File: src/rtl/arb_pkg.sv
// Shared types and helpers for the weighted round-robin hold arbiter.
// Supports up to MAX_CLIENTS requesters.
package arb_pkg;

    localparam int MAX_CLIENTS = 32;
    localparam int MAX_ID_W    = $clog2(MAX_CLIENTS);

    typedef enum logic {
        IDLE  = 1'b0,
        OWNED = 1'b1
    } arb_state_e;

    // One-hot (or zero) to binary index; a zero vector yields index 0.
    function automatic logic [MAX_ID_W-1:0] onehot_to_idx(input logic [MAX_CLIENTS-1:0] oh);
        logic [MAX_ID_W-1:0] idx;
        idx = '0;
        for (int i = 0; i < MAX_CLIENTS; i++) begin
            if (oh[i]) idx = idx | MAX_ID_W'(i);
        end
        return idx;
    endfunction

endpackage

File: src/rtl/rr_pick.sv
// Combinational rotating-priority picker: first candidate at or after start_i,
// wrapping, using a doubled request vector.
module rr_pick #(
    parameter int N     = 4,
    parameter int IDX_W = $clog2(N)
) (
    input  logic [N-1:0]     req_i,
    input  logic [N-1:0]     excl_i,
    input  logic [IDX_W-1:0] start_i,
    output logic [N-1:0]     gnt_o,
    output logic             found_o
);

    logic [N-1:0]   cand;
    logic [2*N-1:0] dbl;
    logic [N-1:0]   rot;
    logic [N-1:0]   low;

    assign cand = req_i & ~excl_i;
    assign dbl  = {cand, cand};

    // rot[0] is the candidate at start_i; isolate its lowest set bit, then rotate back.
    assign rot     = dbl[start_i +: N];
    assign low     = rot & (~rot + 1'b1);
    assign gnt_o   = N'(({low, low} << start_i) >> N);
    assign found_o = |cand;

endmodule

File: src/rtl/wrr_hold_arbiter.sv
// Round-robin arbiter with grant hold and per-client time quantum (weight).
// Ownership is preempted with zero bubble when the quantum expires under contention.
module wrr_hold_arbiter
    import arb_pkg::*;
#(
    parameter int NUM_CLIENTS = 4,
    parameter int WEIGHT_W    = 4,
    parameter int ID_W        = $clog2(NUM_CLIENTS)
) (
    input  logic                            clk,
    input  logic                            rst,
    input  logic [NUM_CLIENTS-1:0]          req,
    input  logic [NUM_CLIENTS*WEIGHT_W-1:0] weight,
    output logic [NUM_CLIENTS-1:0]          grant,
    output logic                            grant_valid,
    output logic [ID_W-1:0]                 grant_id,
    output logic                            preempt
);

    arb_state_e             state_q, state_d;
    logic [ID_W-1:0]        ptr_q, ptr_d;
    logic [WEIGHT_W-1:0]    cnt_q, cnt_d;
    logic [NUM_CLIENTS-1:0] grant_q, grant_d;
    logic                   valid_q, valid_d;
    logic [ID_W-1:0]        id_q, id_d;
    logic                   preempt_q, preempt_d;

    logic [NUM_CLIENTS-1:0] pick_gnt;
    logic                   pick_found;
    logic [ID_W-1:0]        pick_id;
    logic [WEIGHT_W-1:0]    owner_weight;
    logic                   owner_req;
    logic                   expired;

    function automatic logic [ID_W-1:0] next_idx(input logic [ID_W-1:0] i);
        return (32'(i) == NUM_CLIENTS - 1) ? '0 : i + 1'b1;
    endfunction

    // ptr_q is kept at owner+1 while OWNED, so one picker serves both states;
    // excluding grant_q is a no-op in IDLE because grant_q is zero there.
    rr_pick #(
        .N     (NUM_CLIENTS),
        .IDX_W (ID_W)
    ) u_pick (
        .req_i   (req),
        .excl_i  (grant_q),
        .start_i (ptr_q),
        .gnt_o   (pick_gnt),
        .found_o (pick_found)
    );

    assign pick_id      = ID_W'(onehot_to_idx(MAX_CLIENTS'(pick_gnt)));
    assign owner_weight = weight[id_q*WEIGHT_W +: WEIGHT_W];
    assign owner_req    = |(req & grant_q);
    assign expired      = (owner_weight != '0) && (cnt_q >= owner_weight);

    always_comb begin
        // NOTE: every output of this block gets a default first so no path leaves a latch.
        state_d   = state_q;
        ptr_d     = ptr_q;
        cnt_d     = cnt_q;
        grant_d   = grant_q;
        valid_d   = valid_q;
        id_d      = id_q;
        preempt_d = 1'b0;

        unique case (state_q)
            IDLE: begin
                if (pick_found) begin
                    state_d = OWNED;
                    grant_d = pick_gnt;
                    valid_d = 1'b1;
                    id_d    = pick_id;
                    ptr_d   = next_idx(pick_id);
                    cnt_d   = WEIGHT_W'(1);
                end
            end
            OWNED: begin
                if (!owner_req || (expired && pick_found)) begin
                    if (pick_found) begin
                        grant_d   = pick_gnt;
                        id_d      = pick_id;
                        ptr_d     = next_idx(pick_id);
                        cnt_d     = WEIGHT_W'(1);
                        preempt_d = owner_req;
                    end else begin
                        state_d = IDLE;
                        grant_d = '0;
                        valid_d = 1'b0;
                        id_d    = '0;
                        cnt_d   = '0;
                    end
                end else if (expired) begin
                    cnt_d = WEIGHT_W'(1);
                end else if (cnt_q != '1) begin
                    cnt_d = cnt_q + 1'b1;
                end
            end
            default: state_d = IDLE;
        endcase
    end

    // NOTE: state registers use non-blocking assignments so all flops update together at the edge.
    always_ff @(posedge clk or posedge rst) begin
        if (rst) begin
            state_q   <= IDLE;
            ptr_q     <= '0;
            cnt_q     <= '0;
            grant_q   <= '0;
            valid_q   <= 1'b0;
            id_q      <= '0;
            preempt_q <= 1'b0;
        end else begin
            state_q   <= state_d;
            ptr_q     <= ptr_d;
            cnt_q     <= cnt_d;
            grant_q   <= grant_d;
            valid_q   <= valid_d;
            id_q      <= id_d;
            preempt_q <= preempt_d;
        end
    end

    assign grant       = grant_q;
    assign grant_valid = valid_q;
    assign grant_id    = id_q;
    assign preempt     = preempt_q;

endmodule

File: config.mk
export PLATFORM = sky130hd
export DESIGN_NAME = wrr_hold_arbiter
export DESIGN_NICKNAME = d
export VERILOG_FILES = /design/src/rtl/arb_pkg.sv /design/src/rtl/rr_pick.sv /design/src/rtl/wrr_hold_arbiter.sv
export SDC_FILE = /design/constraint.sdc
export NUM_CORES = 1
export LEC_CHECK = 0
export BUFFER_PORTS_ARGS = -buffer_cell sky130_fd_sc_hd__buf_2
export CAP_MARGIN = 25
export CORE_UTILIZATION = 48
export CTS_BUF_LIST = sky130_fd_sc_hd__clkbuf_8
export CTS_CLUSTER_DIAMETER = 100
export DETAILED_ROUTE_END_ITERATION = 12
export PLACE_DENSITY = 0.72
export RECOVER_POWER = 50
export SYNTH_ARGS = -nofsm -noshare
export SYNTH_HDL_FRONTEND = slang
export SYNTH_SLANG_ARGS = --single-unit
export TNS_END_PERCENT = 1
File: constraint.sdc
create_clock -name clk -period 3.1 [get_ports clk]
set_clock_uncertainty 0.15 [all_clocks]
set_input_delay 0.465 -clock clk [delete_from_list [all_inputs] [get_ports clk]]
set_output_delay 0.465 -clock clk [all_outputs]
set_load 0.05 [all_outputs]
Word-level counts from Yosys, hierarchy flattened
Index checks and enable logic that the tools add are counted.
{ "totals": {"elab_cells": 67, "output_inout_bits": 8, "regBits": 15, "inputBits": 22} }
{ "classes": {"muxes": 31, "n_reduce_logical": 10, "n_lt_le_gt_ge": 1, "add_sub_neg": 3, "n_eq_ne": 6, "n_shift": 3, "n_bitwise": 6} }
{ "ops": {"columns": ["op", "n"], "rows": [
  ["$mux W4", 7],
  ["$mux W2", 8],
  ["$pmux W4 S2", 2],
  ["$shiftx A16 B5 Y4", 1],
  ["$and A4 B4 Y4", 3],
  ["$mux W1", 10],
  ["$add A4 B1 Y4 const B", 2],
  ["$not A4 Y4", 2],
  ["$pmux W2 S2", 2],
  ["$reduce_or A4 Y1", 2],
  ["$shiftx A8 B3 Y4", 1],
  ["$shl A8 B2 Y8", 1],
  ["$ge A4 B4 Y1", 1],
  ["$ne A2 B2 Y1 const B", 2],
  ["$ne A4 B1 Y1 const B", 1],
  ["$ne A4 B4 Y1 const B", 1],
  ["$pmux W1 S2", 2],
  ["$reduce_and A2 Y1", 2],
  ["$reduce_bool A4 Y1", 1],
  ["$reduce_and A3 Y1", 1],
  ["$add A2 B1 Y2 const B", 1],
  ["$eq A2 B2 Y1 const B", 1],
  ["$logic_and A1 B1 Y1", 2],
  ["$ne A2 B1 Y1 const B", 1],
  ["3 further kinds", 3]
]} }

Depth between registers and ports, before layout
Gate-level depths: netlist of run 1.
{ "depth": {"word_depth": 15, "mapped_depth": 9, "mapped_depth_nobuf": 9} }

Cells and area by module
Synthesis of run 1 repeated with hierarchy kept, for this count alone.
{ "unflattened": {"cells_unflattened": 115, "hier_area_um2": 1166.1} }
{ "by_module_without_submodules": {"columns": ["mod", "cells_per_inst", "instances", "seq_area_each_um2", "area_per_inst_um2"], "rows": [
  ["wrr_hold_arbiter", 92, 1, 375.4, 975.9],
  ["rr_pick", 23, 1, 0.0, 190.2]
]} }

Least setup slack after synthesis of run 1
Ideal clock, no wire load.
{ "synth_timing": {"path_type": "register to register", "startpoint": "reg id_q[0], in the netlist grant_id[0]", "endpoint": "reg cnt_q[0]", "path_stages_with_launch": 10, "synth_period_minus_slack_ns": 3.103, "setup_slack_ns": -0.003, "n_path_buf": 1, "t_arrival_ns": 2.828, "path_cell_list": "dfrtp_1 buf_6 mux4_2 ha_1 nand2b_1 a211oi_1 o21bai_1 a21oi_4 a41oi_4 mux2_4"} }
{ "synth_between": {"elab_chain_cells": 7, "elab_cells_between_ends": 11, "classes_between": "1 x order compare; 1 x eq/ne; 1 x shift; 3 x mux; 5 x reduce/logical"} }
{ "synth_rtl": {"columns": ["item", "line_no", "text"], "rows": [
  ["start: declaration", "wrr_hold_arbiter.sv:25", "logic [ID_W-1:0] id_q, id_d;"],
  ["start signal: assignment", "wrr_hold_arbiter.sv:119", "id_q <= id_d;"],
  ["$shiftx A16 B5 Y4 (*)", "wrr_hold_arbiter.sv:53", "assign owner_weight = weight[id_q*WEIGHT_W +: WEIGHT_W];"],
  ["$ge A4 B4 Y1 or $reduce_bool A4 Y1 (tied branches)", "wrr_hold_arbiter.sv:55", "assign expired = (owner_weight != '0) && (cnt_q >= owner_weight);"],
  ["$logic_and A1 B1 Y1 (*)", "wrr_hold_arbiter.sv:55", null],
  ["$logic_and A1 B1 Y1", "wrr_hold_arbiter.sv:79", "if (!owner_req || (expired && pick_found)) begin"],
  ["$logic_or A1 B1 Y1", "wrr_hold_arbiter.sv:79", null],
  ["$ne A4 B1 Y1 (no line) or $mux W4 (tied branches)", null, null],
  ["$reduce_and A2 Y1 (no line) or $pmux W4 S2 (tied branches)", null, null],
  ["end signal: assignment", "wrr_hold_arbiter.sv:116", "cnt_q <= cnt_d;"],
  ["end: declaration", "wrr_hold_arbiter.sv:22", "logic [WEIGHT_W-1:0] cnt_q, cnt_d;"]
]} }
Mark *: on every way between the ends. The rest lies on a longest branch, timed or not.
A chain may end at the register's enable or synchronous reset.

Worst setup path in the final report of run 1
Ends and elaborated chain as after synthesis.

==> results.sh, run 1 <==
export IMPL_status="complete, no violations"
export IMPL_setup_tns_final_ns=0
export IMPL_synth_area_um2=1110
export IMPL_yosysWarnings=0
export IMPL_final_cells=176
export IMPL_gp_congestion=0.838
export IMPL_post_cts_resize_count=0
export IMPL_drc=0
export IMPL_avgSynthCellArea_um2=9.54
export IMPL_postCtsHoldBufs=0
export IMPL_die_height_um=50.0
export IMPL_grt_pass1_wl_mm=3.95
export IMPL_crit_required_ns=3.08
export IMPL_crit_type="reg2reg"
export IMPL_regToRegSetupSlack_ns=0.22
export IMPL_drt_initial_drc_count=37
export IMPL_rsz0062_at_grt="no"
export IMPL_synth_nets=144
export IMPL_finalCriticalPeriod_ns=2.88
export IMPL_routed_wl_mm=2.53
export IMPL_use_met1_pct=28.9
export IMPL_r2r_cells=8
export IMPL_core_um2=2190
export IMPL_die_area_um2=2500
export IMPL_cts_max_path_buffers=2
export IMPL_synth_cells=116
export IMPL_vdd_drop_max_mv=0.725
export IMPL_dr_pass1_iters=4
export IMPL_worst_r2r_startpoint="grant_id[0]$_DFFE_PP0P_"
export IMPL_post_cts_buffers=0
export IMPL_hold_violations=0
export IMPL_startpoint_type="register"
export IMPL_synth_top_flop_cell="dfrtp_1"
export IMPL_post_drt_wl_per_cell_um=14.4
export IMPL_track_usage_pct=21.4
export IMPL_dpl_cell_count=172
export IMPL_worst_ep_arrival_time_ns=2.87
export IMPL_clk_pin_slew_ns=0.06
export IMPL_ant_nets=0
export IMPL_start_util_pct=50.5
export IMPL_cts_tree="built"
export IMPL_crit_family="compound AO/OA/AOI/OAI gates"
export IMPL_ys_ff_latch=15
export IMPL_leakage_nw=0.627
export IMPL_drive_above_1_share_pct=25.7
export IMPL_crit_start="grant_id[0]$_DFFE_PP0P_"
export IMPL_io_buffer_count=29
export IMPL_crit_chain="mux4_2 > ha_1 > nand2b_1 > a211oi_1 > o21bai_1 > a21oi_4 > a41oi_4 > mux2_4"
export IMPL_slew_limit_headroom_pct=60.8
export IMPL_numCtsBuffers=3
export IMPL_ys_types=36
export IMPL_synth_edf_count=0
export IMPL_mostFrequentLayoutCell="buf_2"
export IMPL_crit_fanout=7
export IMPL_cts_sinks=15
export IMPL_power_density_nw_per_um2=948
export IMPL_max_stage_delay_ns=0.54
export IMPL_cp_endpoint="cnt_q[0]$_DFFE_PP0P_"
export IMPL_synthArstFlopShare_pct=100
export IMPL_worstSetupPathDepth=8
export IMPL_rows=17
export IMPL_n_antenna_cell=0
export IMPL_final_max_slew_viol_count=0
export IMPL_post_route_period_util_pct=93.0
export IMPL_cts_root_buf="clkbuf_8"
export IMPL_gr_total_overflow=0
export IMPL_io_pins=30
export IMPL_ys_seq_area_share_pct=33.9
export IMPL_cts_max_level=1
export IMPL_busiest_layer="met2"
export IMPL_crit_path_top_delay_cell="mux4_2"
export IMPL_worst_pin_slew_ns=0.588
export IMPL_use_met3_pct=7.72
export IMPL_clk_latency_ns=0.25
export IMPL_hp_class="in2async"
export IMPL_via_count=987
export IMPL_max_freq_mhz=347
export IMPL_setup_violations=0
export IMPL_cp_end_kind="register"
export IMPL_layout_common_cells="buf_2, dfrtp_1, inv_1, nand2_1, a21oi_1"
export IMPL_final_nets=177
export IMPL_use_met2_pct=33.6
export IMPL_max_cap_violations=0
export IMPL_die_x_um=50.0
export IMPL_area_delta_synth_final_pct=19.3
export IMPL_grt_pass1_vias=863
export IMPL_viasPerCell=5.61
export IMPL_grt_max_degree=16
export IMPL_rr_endpoint="cnt_q[0]$_DFFE_PP0P_"
export IMPL_dp_hpwl_mm=1.99
export IMPL_antenna_found_initial=0
export IMPL_path_buf_inv=0
-- report_power, final --
part	internal [mW]	leakage, nW	switching [mW]
Clock	0.0876	0.0269	0.0652
Combinational	0.278	0.414	0.448
Sequential	0.266	0.186	0.107
Total	0.632	0.627	0.619
-- synthesized netlist by cell type (2+ instances only) --
cell | number | area, um2
dfrtp_1 | 15 | 375
inv_1 | 11 | 41.3
a21oi_1 | 9 | 45.0
nand2_1 | 9 | 33.8
nor2_1 | 8 | 30.0
o21ai_0 | 8 | 40.0
nand3_1 | 7 | 35.0
ha_1 | 6 | 75.1
nand2b_1 | 5 | 31.3
nor2b_1 | 4 | 25.0
a22oi_1 | 3 | 22.5
mux4_2 | 3 | 67.6
a31o_1 | 2 | 17.5
nor3_1 | 2 | 10.0
o22ai_1 | 2 | 12.5
xor2_1 | 2 | 17.5
-- layer usage --
| layer | vias up | part of all wire (%) |
|---|---|---|
| li1 | 490 | - |
| met1 | 463 | 45 |
| met2 | 34 | 49 |
| met3 | 0 | 6.4 |
| met4 | 0 | 0 |
| met5 | - | 0 |
-- worst min-delay path by stage --
| stage | from | endpoint | slack [ns] | cells after the start |
|---|---|---|---|---|
| final | rst | ptr_q[1]$_DFFE_PP0P_ | 0.12 | 2 |
| after global routing | rst | ptr_q[1]$_DFFE_PP0P_ | 0.18 | 2 |
| after CTS | rst | cnt_q[1]$_DFFE_PP0P_ | 0.14 | 2 |
| after detailed placement | grant_valid$_DFFE_PP0P_ | grant_valid$_DFFE_PP0P_ | 0.37 | 2 |
| after global placement | grant_valid$_DFFE_PP0P_ | grant_valid$_DFFE_PP0P_ | 0.37 | 2 |
| after floorplan | rst | cnt_q[0]$_DFFE_PP0P_ | 0.22 | 1 |
-- cell families (layout without fill, tap and decap cells) --
group                    Yosys count  count (layout)  share of synthesized area [%]
multiplexers                       7               7                           11.8
buffers and inverters             13              45                           5.09
XOR/XNOR                           2               2                           1.58
AND/OR/NAND/NOR                   37              37                           16.5
adder cells (fa/ha/maj)            6               6                           6.79
AO/OA/AOI/OAI                     36              36                           24.3
flip-flops                        15              15                           33.9
-- cell type report --
type / instances / area, um2
Sequential cell: 15 / 377
Clock inverter: 1 / 3.75
Timing Repair Buffer: 30 / 148
Tap cell: 28 / 35.0
Clock buffer: 3 / 41.3
Inverter: 11 / 41.3
Fill cell: 184 / 871
Multi-Input combinational cell: 88 / 674
-- stage by stage --
stage                     utilization, %  instance area [um2]  worst slack, ns  total power [mW]  hold slack [ns]
final                               60.3                 1320            0.216              1.25            0.122
after global routing                60.3                 1320           0.0650              1.35            0.179
after detailed placement            58.4                 1280            0.152              1.10            0.368
after CTS                           60.5                 1330            0.204              1.26            0.143
after global placement              58.4                 1280            0.195              1.09            0.368
after floorplan                        -                 1110            0.136             0.941            0.216
-- sequential cells by signal, summed over array words and instances, names as in the netlist --
| name | flops |
|---|---|
| preempt | 1 |
| ptr_q | 2 |
| grant_id | 2 |
| state_q | 1 |
| grant_valid | 1 |
| grant | 4 |
| cnt_q | 4 |
(Power assumes the default switching activity.)
==> inputs of run 2 (changes only) <==
clock period = 3.5 ns   (was 3.1 ns; I/O delays follow)
==> run 2 against run 1 <==
Compared with the run above: power decreased by 12%; die area unchanged; global-route usage grew 0.084 points; flip-flop and latch count is the same; worst setup slack better by 0.29 ns; combinational power is 12% lower.
==> results.sh, run 2 (synthesized netlist as in run 1, its figures left out) <==
export IMPL_crit_fanout=7
export IMPL_clk_latency_ns=0.25
export IMPL_postCtsHoldBufs=0
export IMPL_via_count=981
export IMPL_final_cells=175
export IMPL_area_delta_synth_final_pct=18.8
export IMPL_track_usage_pct=21.5
export IMPL_worst_ep_arrival_time_ns=2.98
export IMPL_cts_sinks=15
export IMPL_dp_hpwl_mm=1.97
export IMPL_placed_area_um2=1270
export IMPL_startpoint_type="register"
export IMPL_post_drt_wl_per_cell_um=14.5
export IMPL_dpl_worst_slack_ns=0.470
export IMPL_cts_max_path_buffers=2
export IMPL_viasPerCell=5.61
export IMPL_crit_required_ns=3.49
export IMPL_hold_violations=0
export IMPL_crit_type="reg2reg"
export IMPL_post_cts_resize_count=0
export IMPL_max_stage_delay_ns=0.57
export IMPL_drive_above_1_share_pct=25.9
export IMPL_dpl_cell_count=171
export IMPL_numCtsBuffers=3
export IMPL_dr_pass1_iters=4
export IMPL_vdd_drop_max_mv=0.506
export IMPL_crit_path_top_delay_cell="mux4_2"
export IMPL_antenna_found_initial=0
export IMPL_power_density_nw_per_um2=842
export IMPL_setup_violations=0
export IMPL_drc=0
export IMPL_crit_family="compound AO/OA/AOI/OAI gates"
export IMPL_grt_pass1_wl_mm=3.93
export IMPL_n_antenna_cell=0
export IMPL_n_fill_cell=188
export IMPL_ant_nets=0
export IMPL_multi_input_area_um2=674
export IMPL_io_pins=30
export IMPL_max_freq_mhz=334
export IMPL_die_x_um=50.0
export IMPL_final_area_um2=1310
export IMPL_gp_congestion=0.844
export IMPL_p_total_mw=1.11
export IMPL_rows=17
export IMPL_core_um2=2190
export IMPL_regArea_um2=375
export IMPL_die_height_um=50.0
export IMPL_final_max_slew_viol_count=0
export IMPL_cp_end_kind="register"
export IMPL_cts_tree="built"
export IMPL_die_area_um2=2500
export IMPL_layout_common_cells="buf_2, dfrtp_1, inv_1, nand2_1, a21oi_1"
export IMPL_start_util_pct=50.5
export IMPL_cts_max_level=1
export IMPL_worst_pin_slew_ns=0.589
export IMPL_max_cap_violations=0
export IMPL_cts_root_buf="clkbuf_8"
export IMPL_path_buf_inv=0
export IMPL_rsz0062_at_grt="no"
export IMPL_post_cts_buffers=0
export IMPL_status="complete, no violations"
export IMPL_gr_total_overflow=0
export IMPL_leakage_nw=0.626
export IMPL_mostFrequentLayoutCell="buf_2"
export IMPL_final_nets=176
export IMPL_setup_ws_ns=0.508
export IMPL_setup_tns_final_ns=0
export IMPL_grt_pass1_vias=865
export IMPL_clk_pin_slew_ns=0.06
export IMPL_finalCriticalPeriod_ns=2.99
export IMPL_drt_initial_drc_count=22
export IMPL_post_route_period_util_pct=85.5
export IMPL_grt_max_degree=16
export IMPL_hp_class="in2async"
export IMPL_crit_chain="mux4_2 > ha_1 > nand2b_1 > a211oi_1 > o21bai_1 > a21oi_4 > a41oi_4 > mux2_4"
export IMPL_slew_limit_headroom_pct=60.7
export IMPL_routed_wl_mm=2.54
export IMPL_io_buffer_count=29
[run 2: cell count changes in the layout (fill, tap and decap cells not counted)]
cell	previous run	this run
clkbuf_1	4	3
clkinv_2	0	1
buf_4	1	0
dfrtp_1	14	15
buf_2	25	26
inv_1	12	11
dfrtp_2	1	0
[run 2: cell type report]
type                       count  area share [%]
clock buffer                   3            3.14
multi-input combinational     88            51.3
sequential                    15            28.6
clock inverter                 1           0.381
inverter                      11            3.14
tap                           28            2.67
timing repair buffer          29            10.8
[run 2: per-stage QoR]
step | hold slack [ns] | util (%)
global placement | 0.378 | 58.0
floorplan | 0.276 | -
finish | 0.178 | 60.0
CTS | 0.196 | 60.1
detailed placement | 0.363 | 58.0
global route | 0.227 | 60.0
[run 2: final timing paths]
| path | end | cells after the start | start | slack (ns) |
|---|---|---|---|---|
| max | cnt_q[0]$_DFFE_PP0P_ | 8 | grant_id[0]$_DFFE_PP0P_ | 0.51 |
| min | cnt_q[1]$_DFFE_PP0P_ | 2 | rst | 0.18 |
| max reg2reg | cnt_q[0]$_DFFE_PP0P_ | 8 | grant_id[0]$_DFFE_PP0P_ | 0.51 |
| min reg2reg | grant_valid$_DFFE_PP0P_ | 2 | grant_valid$_DFFE_PP0P_ | 0.39 |
| max in group asynchronous | grant[0]$_DFFE_PP0P_ | 2 | rst | 2.64 |
| min in group clk | grant_valid$_DFFE_PP0P_ | 2 | grant_valid$_DFFE_PP0P_ | 0.39 |
[run 2: per-layer routing]
metal	part of all wire, %	routed length (um)	track usage (%)
met5	0	0	0
met4	0	0	5.24
met3	3.7	94	6.48
met1	47	1190	27.9
met2	49	1250	34.7
[run 2: power breakdown]
part,switching (mW),internal (mW),leakage (nW)
clock network,0.0611,0.0788,0.0255
logic,0.400,0.239,0.413
registers,0.0927,0.235,0.187
==> inputs of run 3 (changes only) <==
REMOVE_ABC_BUFFERS = 1   (was default)
==> run 3 against run 2 <==
Compared with the run above: global-route usage hardly changed; sequential share of layout area rose by 0.054 points; cell area fell by 0.19%; register-to-register slack improved by 0.02 ns; flip-flop and latch count is the same; maximum frequency up 0.57%; clock power down 3%; critical endpoint unchanged.
==> results.sh, run 3 (synthesized netlist as in run 1, its figures left out) <==
export IMPL_rr_endpoint="cnt_q[0]$_DFFE_PP0P_"
export IMPL_cts_tree="built"
export IMPL_hp_class="in2async"
export IMPL_grt_pass1_wl_mm=4.03
export IMPL_rows=17
export IMPL_leakage_nw=0.624
export IMPL_io_buffer_count=29
export IMPL_post_cts_buffers=0
export IMPL_drc=0
export IMPL_worst_pin_slew_ns=0.598
export IMPL_grt_pass1_vias=921
export IMPL_crit_type="reg2reg"
export IMPL_dp_hpwl_mm=1.96
export IMPL_startpoint_type="register"
export IMPL_cts_max_level=1
export IMPL_ant_nets=0
export IMPL_post_route_period_util_pct=85.0
export IMPL_track_usage_pct=21.5
export IMPL_via_count=982
export IMPL_hold_violations=0
export IMPL_clk_latency_ns=0.25
export IMPL_setup_violations=0
export IMPL_viasPerCell=5.61
export IMPL_post_cts_resize_count=0
export IMPL_post_drt_wl_per_cell_um=13.8
export IMPL_postCtsHoldBufs=0
export IMPL_die_area_um2=2500
export IMPL_start_util_pct=50.5
export IMPL_cp_end_kind="register"
export IMPL_final_max_slew_viol_count=0
export IMPL_max_stage_delay_ns=0.56
export IMPL_r2r_cells=8
export IMPL_finalCriticalPeriod_ns=2.98
export IMPL_crit_path_top_delay_cell="mux4_2"
export IMPL_area_delta_synth_final_pct=18.6
export IMPL_max_cap_violations=0
export IMPL_regToRegSetupSlack_ns=0.52
export IMPL_core_um2=2190
export IMPL_crit_family="compound AO/OA/AOI/OAI gates"
export IMPL_path_buf_inv=0
export IMPL_rsz0062_at_grt="no"
export IMPL_n_antenna_cell=0
export IMPL_final_nets=176
export IMPL_layout_common_cells="buf_2, dfrtp_1, inv_1, nand2_1, a21oi_1"
export IMPL_crit_required_ns=3.48
export IMPL_cts_root_buf="clkbuf_8"
export IMPL_mostFrequentLayoutCell="buf_2"
export IMPL_multi_input_area_um2=674
export IMPL_vdd_drop_max_mv=0.469
export IMPL_max_freq_mhz=336
export IMPL_drt_initial_drc_count=28
export IMPL_die_height_um=50.0
export IMPL_setup_tns_final_ns=0
export IMPL_worst_ep_arrival_time_ns=2.96
export IMPL_clk_pin_slew_ns=0.06
export IMPL_cts_max_path_buffers=2
export IMPL_drive_above_1_share_pct=24.5
export IMPL_antenna_found_initial=0
export IMPL_numCtsBuffers=3
export IMPL_final_cells=175
export IMPL_status="complete, no violations"
export IMPL_dr_pass1_iters=4
export IMPL_worst_r2r_startpoint="grant_id[0]$_DFFE_PP0P_"
export IMPL_io_pins=30
export IMPL_n_fill_cell=198
export IMPL_gp_congestion=0.859
export IMPL_power_density_nw_per_um2=837
export IMPL_grt_max_degree=16
export IMPL_routed_wl_mm=2.42
export IMPL_holdWs_ns=0.181
export IMPL_crit_fanout=7
export IMPL_die_x_um=50.0
export IMPL_gr_total_overflow=0
export IMPL_cts_sinks=15
export IMPL_crit_chain="mux4_2 > ha_1 > nand2b_1 > a211oi_1 > o21bai_1 > a21oi_4 > a41oi_4 > mux2_4"
export IMPL_slew_limit_headroom_pct=60.3
export IMPL_regArea_um2=375
export IMPL_dpl_cell_count=171
==> run 3: cell types whose count changed in the layout (fill, tap and decap cells not counted) <==
cell / before / now
buf_2: 26 / 25
inv_1: 11 / 12
clkinv_2: 1 / 0
clkbuf_1: 3 / 4
==> run 3: power breakdown <==
| part | leakage, nW | internal [mW] | switching [mW] | total [mW] |
|---|---|---|---|---|
| Sequential | 0.187 | 0.235 | 0.0915 | 0.326 |
| Combinational | 0.410 | 0.236 | 0.398 | 0.635 |
| Clock | 0.0269 | 0.0776 | 0.0589 | 0.136 |
| Total | 0.624 | 0.549 | 0.549 | 1.10 |
==> run 3: cell type report <==
| class | count | area share, % |
|---|---|---|
| multi-input cells | 88 | 51.4 |
| flip-flops and latches | 15 | 28.6 |
| repair buffers | 29 | 10.7 |
| clock buffers | 3 | 3.15 |
| inverters | 11 | 3.15 |
| well taps | 28 | 2.67 |
| clock inverters | 1 | 0.286 |
==> run 3: worst max path at each step <==
stage / from / endpoint / slack (ns) / cells past startpoint
2_1_floorplan: grant_id[0]$_DFFE_PP0P_ / cnt_q[0]$_DFFE_PP0P_ / 0.38 / 8
3_3_place_gp: weight[12] / cnt_q[0]$_DFFE_PP0P_ / 0.55 / 9
3_5_place_dp: weight[12] / cnt_q[0]$_DFFE_PP0P_ / 0.50 / 9
4_1_cts: grant_id[0]$_DFFE_PP0P_ / cnt_q[0]$_DFFE_PP0P_ / 0.51 / 8
5_1_grt: grant_id[0]$_DFFE_PP0P_ / cnt_q[0]$_DFFE_PP0P_ / 0.35 / 8
6_report: grant_id[0]$_DFFE_PP0P_ / cnt_q[0]$_DFFE_PP0P_ / 0.52 / 8
==> run 3: per-layer routing <==
metal	up-vias	global-route usage [%]	part of all wire, %
met2	30	35.8	48
met4	0	2.38	0
met3	0	5.86	4.9
met5	-	0	0
met1	463	28.3	47
li1	489	-	-
==> run 3: stage by stage <==
stage	util, %	total power [mW]	worst slack, ns	instance area (um2)
2_1_floorplan	-	0.817	0.385	1090
3_3_place_gp	58.0	0.949	0.550	1270
3_5_place_dp	58.0	0.964	0.500	1270
4_1_cts	60.1	1.10	0.512	1320
5_1_grt	59.9	1.19	0.346	1310
6_report	59.9	1.10	0.525	1310
